`config.mk`:
```
export PLATFORM = sky130hd
export DESIGN_NAME = bmc_line_encoder_flat
export DESIGN_NICKNAME = d
export VERILOG_FILES = /design/src/rtl/bmc_line_encoder_if.sv /design/src/rtl/bmc_line_encoder.sv /design/src/flat_wrapper.sv
export SDC_FILE = /design/constraint.sdc
export NUM_CORES = 1
export LEC_CHECK = 0
export ABC_AREA = 1
export BUFFER_PORTS_ARGS = -buffer_cell sky130_fd_sc_hd__buf_2
export CAP_MARGIN = 25
export CORE_ASPECT_RATIO = 1.1
export CORE_MARGIN = 1
export CORE_UTILIZATION = 45
export DETAILED_ROUTE_END_ITERATION = 8
export PLACE_DENSITY = 0.63
export SETUP_SLACK_MARGIN = 0.02
export SYNTH_ARGS = -nofsm -noshare
export SYNTH_HDL_FRONTEND = slang
export SYNTH_SLANG_ARGS = --single-unit
```
`constraint.sdc`:
```
create_clock -name clk -period 1.6 [get_ports clk]
set_input_delay 0.08 -clock clk [delete_from_list [all_inputs] [get_ports clk]]
set_output_delay 0.08 -clock clk [all_outputs]
set_load 0.005 [all_outputs]
```
`src/rtl/bmc_line_encoder_if.sv`:
```
// ============================================================================
// Module   : bmc_line_encoder_if
// Purpose  : Subframe valid/ready handshake into the BMC line encoder.
// Revision : 1.0 - initial release
// ============================================================================
`timescale 1ns/1ps
`default_nettype none

interface bmc_line_encoder_if;
  logic [1:0]  sub_pre;
  logic [27:0] sub_data;
  logic        sub_valid;
  logic        sub_ready;

  modport master (output sub_pre, output sub_data, output sub_valid, input sub_ready);
  modport slave  (input sub_pre, input sub_data, input sub_valid, output sub_ready);
endinterface

`default_nettype wire

```
`src/rtl/bmc_line_encoder.sv`:
```
// ============================================================================
// Module   : bmc_line_encoder
// Purpose  : Serialises buffered S/PDIF-style subframes onto the line as
//            biphase-mark code with preamble insertion and parity generation.
// Revision : 1.0 - initial release
// ============================================================================
`timescale 1ns/1ps
`default_nettype none

module bmc_line_encoder #(
  parameter int CLKS_PER_HALFBIT = 4
) (
  input  logic               clk,
  input  logic               rst,
  bmc_line_encoder_if.slave  sub,
  output logic               line_out,
  output logic               busy,
  output logic               underrun
);

  localparam int          CNT_W      = $clog2(CLKS_PER_HALFBIT);
  localparam logic [7:0]  c_pre_z    = 8'b11101000;
  localparam logic [7:0]  c_pre_x    = 8'b11100010;
  localparam logic [7:0]  c_pre_y    = 8'b11100100;
  localparam logic [27:0] c_body_msk = 28'h7FF_FFFF;

  logic             r_hold_full;
  logic [1:0]       r_hold_pre;
  logic [27:0]      r_hold_data;

  logic             r_busy;
  logic             r_line;
  logic             r_underrun;
  logic             r_lp;
  logic [7:0]       r_pre;
  logic [27:0]      r_shift;
  logic [5:0]       r_half;
  logic [CNT_W-1:0] r_cnt;

  logic             w_cell_end;
  logic             w_frame_end;
  logic             w_load;
  logic             w_accept;
  logic [5:0]       w_nh;
  logic [7:0]       w_pat;
  logic [27:0]      w_body;
  logic             w_next_line;

  assign w_accept    = sub.sub_valid && !r_hold_full;
  assign w_cell_end  = r_busy && (r_cnt == CNT_W'(CLKS_PER_HALFBIT - 1));
  assign w_frame_end = w_cell_end && (r_half == 6'd63);
  assign w_load      = r_hold_full && (!r_busy || w_frame_end);
  assign w_nh        = r_half + 6'd1;
  // Upstream parity slot is discarded; it is regenerated below.
  assign w_body      = r_hold_data & c_body_msk;

  always_comb begin
    w_pat = c_pre_x;
    case (r_hold_pre)
      2'd0:    w_pat = c_pre_z;
      2'd2:    w_pat = c_pre_y;
      default: w_pat = c_pre_x;
    endcase
  end

  // Level for the half-cell that starts on the next clock.
  always_comb begin
    w_next_line = r_line;
    if (w_nh < 6'd8) begin
      w_next_line = r_pre[~w_nh[2:0]] ^ r_lp;
    end else if (!w_nh[0]) begin
      w_next_line = ~r_line;
    end else begin
      w_next_line = r_line ^ r_shift[0];
    end
  end

  always_ff @(posedge clk) begin
    if (rst) begin
      r_hold_full <= 1'b0;
      r_hold_pre  <= 2'd0;
      r_hold_data <= '0;
      r_busy      <= 1'b0;
      r_line      <= 1'b0;
      r_underrun  <= 1'b0;
      r_lp        <= 1'b0;
      r_pre       <= '0;
      r_shift     <= '0;
      r_half      <= '0;
      r_cnt       <= '0;
    end else begin
      r_underrun <= 1'b0;
      if (w_accept) begin
        r_hold_full <= 1'b1;
        r_hold_pre  <= sub.sub_pre;
        r_hold_data <= sub.sub_data;
      end
      if (w_load) begin
        r_hold_full <= 1'b0;
        r_busy      <= 1'b1;
        r_half      <= '0;
        r_cnt       <= '0;
        r_pre       <= w_pat;
        r_lp        <= r_line;
        r_line      <= w_pat[7] ^ r_line;
        r_shift     <= {^w_body, w_body[26:0]};
      end else if (w_frame_end) begin
        r_busy     <= 1'b0;
        r_underrun <= 1'b1;
        r_half     <= '0;
        r_cnt      <= '0;
      end else if (w_cell_end) begin
        r_cnt  <= '0;
        r_half <= w_nh;
        r_line <= w_next_line;
        if (w_nh >= 6'd8 && w_nh[0]) begin
          r_shift <= r_shift >> 1;
        end
      end else if (r_busy) begin
        r_cnt <= r_cnt + CNT_W'(1);
      end
    end
  end

  assign sub.sub_ready = ~r_hold_full;
  assign line_out      = r_line;
  assign busy          = r_busy;
  assign underrun      = r_underrun;

endmodule

`default_nettype wire

```
`src/flat_wrapper.sv`:
```
// flat-port wrapper written by rule: the top's interface ports become plain ports
module bmc_line_encoder_flat 
#(
  parameter int CLKS_PER_HALFBIT = 4
)
  (clk, rst, line_out, busy, underrun, sub_sub_pre, sub_sub_data, sub_sub_valid, sub_sub_ready);
  bmc_line_encoder_if sub_i ();
  input  logic clk;
  input  logic rst;
  output logic line_out;
  output logic busy;
  output logic underrun;
  input wire logic [$bits(sub_i.sub_pre)-1:0] sub_sub_pre;
  input wire logic [$bits(sub_i.sub_data)-1:0] sub_sub_data;
  input wire logic [$bits(sub_i.sub_valid)-1:0] sub_sub_valid;
  output wire logic [$bits(sub_i.sub_ready)-1:0] sub_sub_ready;
  assign sub_i.sub_pre = sub_sub_pre;
  assign sub_i.sub_data = sub_sub_data;
  assign sub_i.sub_valid = sub_sub_valid;
  assign sub_sub_ready = sub_i.sub_ready;
  bmc_line_encoder #(.CLKS_PER_HALFBIT(CLKS_PER_HALFBIT)) u_core (.clk(clk), .rst(rst), .sub(sub_i), .line_out(line_out), .busy(busy), .underrun(underrun));
endmodule
```
After elaboration in Yosys (flattened, before gate mapping)
Cells that the tools add are included.
{ "classes": {"add_sub_neg": 2, "n_lt_le_gt_ge": 3, "n_eq_ne": 4, "mux": 15, "bitwise_logic": 6, "n_reduce_logical": 18} }
{ "ops": {"columns": ["operator", "n"], "rows": [
  ["$mux W28", 4],
  ["$reduce_xor A28 Y1", 1],
  ["$mux W1", 9],
  ["$pmux W4 S2", 1],
  ["$add A6 B1 Y6 const B", 1],
  ["$eq A6 B6 Y1 const B", 1],
  ["$ge A6 B4 Y1 const B", 1],
  ["$lt A6 B4 Y1 const B", 1],
  ["$reduce_bool A2 Y1", 3],
  ["$logic_and A1 B1 Y1", 5],
  ["$eq A2 B2 Y1 const B", 2],
  ["$lt A3 B4 Y1 const B", 1],
  ["$reduce_or A4 Y1", 1],
  ["$bmux W1 S3", 1],
  ["$not A3 Y3", 1],
  ["$reduce_and A3 Y1", 1],
  ["$reduce_or A3 Y1", 1],
  ["$add A2 B1 Y2 const B", 1],
  ["$logic_not A1 Y1", 2],
  ["$logic_not A2 Y1", 1],
  ["$ne A2 B2 Y1 const B", 1],
  ["$not A1 Y1", 2],
  ["$reduce_and A2 Y1", 1],
  ["$reduce_or A2 Y1", 1],
  ["other kinds (3)", 4]
]} }
{ "word_totals": {"register_bits": 78, "output_inout_bits": 4, "elab_cells": 59} }

Logic depth before layout (Yosys ltp)
Gate-level depths: netlist of the first run.
{ "depth": {"ltp_word": 9, "mapped_depth": 13, "ltp_nobuf": 13} }

Least setup slack after synthesis of the first run
OpenSTA, ideal clock, no wires.
{ "synth_timing": {"path_kind": "reg2reg", "startpoint": "register u_core.r_half[0]", "endpoint": "register u_core.r_shift[2]", "setup_time_ps": 116, "arrival_ps": 1684, "t_required_ps": 1484, "setup_slack_ps": -200, "path_stages_with_launch": 11, "path_buffers": 1, "cell_sequence": "dfxtp_1 -> ha_1 -> nand3_1 -> xor2_1 -> nand2_1 -> nor2_1 -> o21a_4 -> clkinv_2 -> buf_4 -> nor2_1 -> nor2_1"} }
{ "synth_via": {"elab_chain_cells": 6, "elab_cells_between_ends": 12, "cone_classes": "1 x add/sub; 1 x order compare; 2 x eq/ne; 1 x mux; 7 x reduce/logical"} }
{ "synth_lines": {"columns": ["item", "line", "rtl"], "rows": [
  ["start, declared", "bmc_line_encoder.sv:37", "logic [5:0] r_half;"],
  ["start signal, assigned", "bmc_line_encoder.sv:114", "r_half <= w_nh;"],
  ["branches (longest 6 deep; another with $add A6 B1 Y6)", null, null],
  ["end signal, assigned", "bmc_line_encoder.sv:106", "r_shift <= {^w_body, w_body[26:0]};"],
  ["end signal, assigned", "bmc_line_encoder.sv:117", "r_shift <= r_shift >> 1;"],
  ["end, declared", "bmc_line_encoder.sv:36", "logic [27:0] r_shift;"]
]} }
Parallel ways; which one is timed is not known.
A chain may end at the register's enable or synchronous reset.

Final worst setup path of the first run
{ "layout_timing": {"startpoint": "register u_core.r_half[1]", "endpoint": "register u_core.r_shift[10]"} }
Same word-level chain as after synthesis.

==> impl_metrics.toml, run 1 <==
[status]
violations = "negative setup slack"
status = "complete, but fails checks"

[timing]
worst_slack_ns = -0.0622
timing_hold_violations_final = 0
relSlewSlack = 0.736
max_freq_mhz = 602
period_share = 1.04
drv_slew = 0
tightest_slew_ns = 0.395
setup_violations = 28
rsz0062_at_grt = "yes"
min_period_ns = 1.66
fin_skew_ns = 0.00813

[setup_path]
critPathLaunchType = "flip-flop"
path_max_fanout = 20
required_ns = 1.85
reg2reg_depth = 11
worstPathArrival_ns = 1.91
timing.rr.end = "u_core.r_shift[10]"
cp_slowest_cell = "dfxtp_4"
endpoint_kind = "flip-flop"
r2r_slack_ns = -0.06
critical_path.max_stage_delay_ns = 0.36
crit_chain = "ha_4 -> nand3_4 -> nor2_4 -> nand2_4 -> nand2_2 -> inv_2 -> nand2_2 -> o21a_4 -> buf_12 -> o21ai_1 -> nor2_1"
worstReg2RegStart = "u_core.r_half[1]"
crit_top_cell = "nand2_2"
path_class = "flip-flop to flip-flop"

[grt]
track_usage = 0.210
grt_pass1_vias = 3152
antenna_found_initial = 0
grt_overflow = 0
grt_max_degree = 41
grt_pass1_wl_mm = 13.7

[place]
place_congestion = 0.782
postPlaceCellArea_mm2 = 0.00407
port-buffer-count = 35
post-dp-hpwl_mm = 5.67

[cells_and_area]
fin_util = 0.589
fin_area_mm2 = 0.00464
drive_gt1_frac = 0.195
n_antenna_cell = 0
nets = 652
area_growth_pct = 27.6

[power_and_ir_drop]
p_seq_frac = 0.438
finalPower_mw = 4.73
combPwrFrac = 0.198
swShare = 0.288
peakVddDrop_mv = 0.674
clkPwrFrac = 0.364
powerDensity_mw_per_mm2 = 1020
p_leak_nw = 2.10
intPower_mw = 3.37
p_sw_mw = 1.36

[route]
drt_iter0_drc = 94
ant_nets = 0
vias = 3519
drt-total-wl_mm = 8.21
drc = 0
wire_per_inst_um = 11.3
drt_pass1_iterations = 4
vias_per_cell = 4.83

[logic_synthesis]
ys_types = 28
synth_nets = 588
synth-main-ff-cell = "dfxtp_1"
netlist_area_mm2 = 0.00363
yosys.area.top_type_share = 0.408
yosys_warnings = 0
synth.area.top_cells = "dfxtp_1 (41%), nand2_1 (19%), o21ai_0 (8.7%)"
syn_inst = 552
async_flop_share = 0
syn_avg_cell_area_um2 = 6.58
synth_top_cell_by_area = "dfxtp_1"
synth-seq-cells = 74
ys_seq_area_frac = 0.408
synth-edff-count = 0

[clock_tree]
cts_buffers = 9
clkTransAtPathRegs_ns = 0.08
cts.sinks = 74
clock_path_buffers = 2
root_buffer = "clkbuf_8"
tritoncts = "yes"
cts.htree.levels = 3
clk_latency_ns = 0.36

[worst_hold_path]
hold_path_class = "primary input to flip-flop"
min-delay-start = "sub_sub_data[1]"
min_path_cells = 3
worstHoldEndpoint = "u_core.r_hold_data[1]"

[die]
rows = 34
core_mm2 = 0.00787
die_y_um = 96.2
pin_count = 37
die_w_um = 87.7
start_util = 0.462
die-area_mm2 = 0.00844

[flow_run]
drv_cap = 0
-- worst max path at each step --
stage,endpoint,slack [ns],depth (start not counted),start
finish,u_core.r_shift[10],-0.06,11,u_core.r_half[1]
global route,u_core.r_shift[17],-0.18,10,u_core.r_half[1]
CTS,u_core.r_shift[10],-0.07,9,u_core.r_half[1]
detailed placement,u_core.r_shift[0],-0.11,9,u_core.r_half[1]
global placement,u_core.r_shift[0],-0.12,9,u_core.r_half[1]
floorplan,u_core.r_shift[14],-0.01,12,u_core.r_half[0]
-- cells by family after synthesis --
group	count (synthesis)	synth area share
muxes	1	0.00275
AOI/OAI and AO/OA	121	0.172
xor gates and xnor gates	9	0.0217
and+or+nand+nor	276	0.297
adders and majority gates	3	0.0103
buffers and inverters	68	0.0881
DFF	74	0.408
-- layout by cell type, fill, tap and decap left out, types with 5 or more instances in the layout --
master,n
inv_1,41
nand2_1,177
o21ai_0,44
dlygate4sd3_1,12
dfxtp_1,71
o21ai_1,30
a21oi_1,38
buf_2,35
nand3_1,9
nor2_1,67
nand2_2,5
clkbuf_8,12
buf_4,21
-- critical path, delay by kind of cell (launching register included) --
kind / cells / cell delay (ns)
AOI/OAI and AO/OA: 2 / 0.38
adders and majority gates: 1 / 0.16
buffers and inverters: 2 / 0.22
DFF: 1 / 0.36
and+or+nand+nor: 6 / 0.42
-- cell usage after synthesis (2+ instances only) --
master	instances
dfxtp_1	74
o21ai_0	63
nand2_2	2
inv_1	43
buf_4	2
nand2_1	183
nor3_1	2
o21ai_1	15
clkbuf_1	12
a211oi_1	2
xnor2_1	4
nor2_1	73
buf_6	7
xor2_1	5
or2_2	2
nor2_2	2
a21oi_1	39
ha_1	3
nand3_1	10
-- routing by layer --
| layer | routed length (um) | global-route usage |
|---|---|---|
| met2 | 4040 | 0.361 |
| met5 | 0 | 0 |
| met3 | 236 | 0.0523 |
| met4 | 163 | 0.0861 |
| met1 | 3770 | 0.250 |
-- flip-flops by register name, indices dropped and copies added (netlist names) --
register	flops
u_core.underrun	1
u_core.r_hold_data	27
u_core.r_lp	1
u_core.busy	1
u_core.r_cnt	2
u_core.r_hold_full	1
u_core.r_half	6
u_core.r_pre	4
u_core.r_hold_pre	2
u_core.line_out	1
u_core.r_shift	28
-- metrics by stage --
stage	setup WS, ns	hold WS [ns]	instances	setup TNS (ns)
floorplan	-0.0150	0.158	552	-0.116
CTS	-0.0724	0.000593	727	-1.43
detailed placement	-0.114	0.306	698	-2.61
global route	-0.175	0.0118	729	-4.23
finish	-0.0622	0.000282	729	-1.09
global placement	-0.122	0.306	698	-2.48
-- repair_timing --
item                                    CTS  global route
hold buffers                             12             0
resized for setup                        24            27
gates cloned                              0             2
hold endpoints to repair                 12             0
setup buffers                             1             0
endpoints found under the setup margin   37            41
pin swaps                                 5             2
-- power groups by stage --
| stage | Combinational [mW] | Clock (mW) | Sequential, mW |
|---|---|---|---|
| floorplan | 0.645 | 0 | 2.09 |
| global placement | 0.821 | 0 | 2.10 |
| detailed placement | 0.843 | 0 | 2.11 |
| CTS | 0.888 | 1.74 | 2.07 |
| global route | 1.08 | 1.83 | 2.09 |
| finish | 0.938 | 1.72 | 2.07 |
-- layout make-up --
| class | count | area (um2) |
|---|---|---|
| clock buffers | 12 | 165 |
| clock inverters | 4 | 72.6 |
| well taps | 108 | 135 |
| repair buffers | 75 | 586 |
| fillers | 759 | 3230 |
| flip-flops and latches | 74 | 1490 |
| inverters | 46 | 188 |
| multi-input cells | 410 | 2000 |
No activity file was read; power rests on OpenSTA's default activity.
==> inputs of run 2 (changes only) <==
CORE_ASPECT_RATIO = 0.6   (was 1.1)
==> run 2 against run 1 <==
Net effect: the run still ends with negative setup slack left; utilization increased by 1.8 points; first-iteration DRC count increased to 3.4 times the previous value; clock skew rose by 0.0016 ns; die area rose by 0.14%; sequential share of layout area increased by 0.47 points; global-route usage rose by 0.85 points; clock power rose by 13%; largest cell class unchanged.
==> impl_metrics.toml, run 2 (synthesized netlist as in run 1, its figures left out) <==
[die]
core_mm2 = 0.00754
rows = 24
die_w_um = 118
pin_count = 37
die-area_mm2 = 0.00845
die_y_um = 71.6
start_util = 0.482

[setup_path]
critPathLaunchType = "flip-flop"
worstPathArrival_ns = 2.00
worstReg2RegStart = "u_core.r_half[0]"
required_ns = 1.87
r2r_slack_ns = -0.13
path_class = "flip-flop to flip-flop"
reg2reg_depth = 9
timing.rr.end = "u_core.r_shift[23]"
endpoint_kind = "flip-flop"
path_max_fanout = 14

[cells_and_area]
final_common_cell = "nand2_1"
drive_gt1_frac = 0.191
top_register = "u_core.r_shift"
largest_reg_flops = 28
top_regs = "u_core.r_shift x28, u_core.r_hold_data x27, u_core.r_half x6"
final_cell_mix = "nand2_1 (177), dfxtp_1 (69), nor2_1 (68), o21ai_0 (55), inv_1 (41)"
n_antenna_cell = 0
area_growth_pct = 26.0
stdcell_count = 718
nets = 645

[timing]
period_share = 1.08
fin_setup_tns_ns = -2.70
worst_slack_ns = -0.132
fin_skew_ns = 0.00977
holdWs_ns = 0.0180
tightest_slew_ns = 0.496
timing_hold_violations_final = 0
setup_violations = 29
relSlewSlack = 0.669
drv_slew = 0
max_freq_mhz = 577
rsz0062_at_grt = "yes"
min_period_ns = 1.73

[clock_tree]
clkTransAtPathRegs_ns = 0.05
cts.htree.levels = 3
tritoncts = "yes"
cts_buffers = 9
clk_latency_ns = 0.34
clock_path_buffers = 2
cts.sinks = 74
root_buffer = "clkbuf_16"

[route]
wire_per_inst_um = 12.2
drt_pass1_iterations = 5
drt-total-wl_mm = 8.73
ant_nets = 0
drc = 0
vias_per_cell = 4.87
vias = 3499
drt_iter0_drc = 322

[worst_hold_path]
hold_path_class = "primary input to flip-flop"
min_path_cells = 3
worstHoldEndpoint = "u_core.r_hold_data[3]"
min-delay-start = "sub_sub_data[3]"

[power_and_ir_drop]
swShare = 0.288
p_leak_nw = 2.10
combPwrFrac = 0.188
p_seq_frac = 0.420
p_sw_mw = 1.43
clkPwrFrac = 0.392
finalPower_mw = 4.95
powerDensity_mw_per_mm2 = 1080
peakVddDrop_mv = 0.680
intPower_mw = 3.52

[status]
violations = "negative setup slack"
status = "complete, but fails checks"

[grt]
grt_overflow = 0
grt_pass1_wl_mm = 14.4
grt_max_degree = 53
antenna_found_initial = 0
grt_pass1_vias = 3179
track_usage = 0.218

[place]
dp.cells = 690
place_congestion = 0.810
port-buffer-count = 35
post-dp-hpwl_mm = 5.74

[flow_run]
drv_cap = 0
[run 2: cell types whose count changed in the layout (fill, tap and decap cells not counted), sizes merged]
| cell | change |
|---|---|
| clkbuf | +2 |
| clkinvlp | -1 |
| dlygate4sd3 | -4 |
| buf | -4 |
| inv | +1 |
| clkinv | +1 |
| bufinv | -2 |
[run 2: cell type report]
type	count	area, um2
multi-input combinational	410	1950
clock buffer	14	274
timing repair buffer	67	520
fill	708	2960
clock inverter	2	10.0
timing repair inverter	1	8.76
tap	104	130
sequential	74	1490
inverter	46	188
[run 2: what timing repair did]
action / in CTS / in global routing
gates cloned: 0 / 3
buffers inserted: 0 / 1
pin swaps: 0 / 3
endpoints found under the hold margin: 8 / 0
resized for setup: 8 / 24
hold buffers: 8 / 0
endpoints found under the setup margin: 37 / 37
[run 2: critical path, stage by stage (launching register included)]
cell,delay (ns)
dfxtp_4,0.36
ha_4,0.17
nand3_4,0.10
xor2_2,0.15
nand2_1,0.08
nor2_2,0.13
o21a_4,0.28
clkbuf_16,0.22
nand2_1,0.05
a21oi_1,0.12
[run 2: worst max path at each step]
stage / to / slack (ns) / from / depth (start not counted)
floorplan: u_core.r_shift[14] / -0.01 / u_core.r_half[0] / 12
global placement: u_core.r_shift[0] / -0.07 / u_core.r_half[0] / 9
detailed placement: u_core.r_shift[7] / -0.10 / u_core.r_half[1] / 11
CTS: u_core.r_shift[22] / -0.07 / u_core.r_half[0] / 9
global route: u_core.r_shift[17] / -0.25 / u_core.r_half[1] / 9
finish: u_core.r_shift[23] / -0.13 / u_core.r_half[0] / 9
[run 2: power by group through the flow]
| stage | logic (mW) | registers, mW | clock network (mW) |
|---|---|---|---|
| after floorplan | 0.645 | 2.09 | 0 |
| after global placement | 0.823 | 2.11 | 0 |
| after detailed placement | 0.848 | 2.11 | 0 |
| after CTS | 0.874 | 2.07 | 1.97 |
| after global routing | 1.07 | 2.10 | 2.06 |
| final | 0.932 | 2.08 | 1.94 |
[run 2: per-layer routing]
| layer | up-vias | wire [um] | GRT usage |
|---|---|---|---|
| met4 | 0 | 125 | 0.0840 |
| li1 | 1860 | - | - |
| met3 | 10 | 459 | 0.0605 |
| met5 | - | 0 | 0 |
| met1 | 1546 | 4610 | 0.297 |
| met2 | 83 | 3530 | 0.331 |
[run 2: metrics by stage]
stage / setup WS (ns) / utilization / cell area [um2]
global placement: -0.0744 / 0.539 / 4060
finish: -0.132 / 0.607 / 4580
floorplan: -0.0150 / - / 3700
global route: -0.246 / 0.607 / 4580
detailed placement: -0.103 / 0.539 / 4060
CTS: -0.0686 / 0.590 / 4450
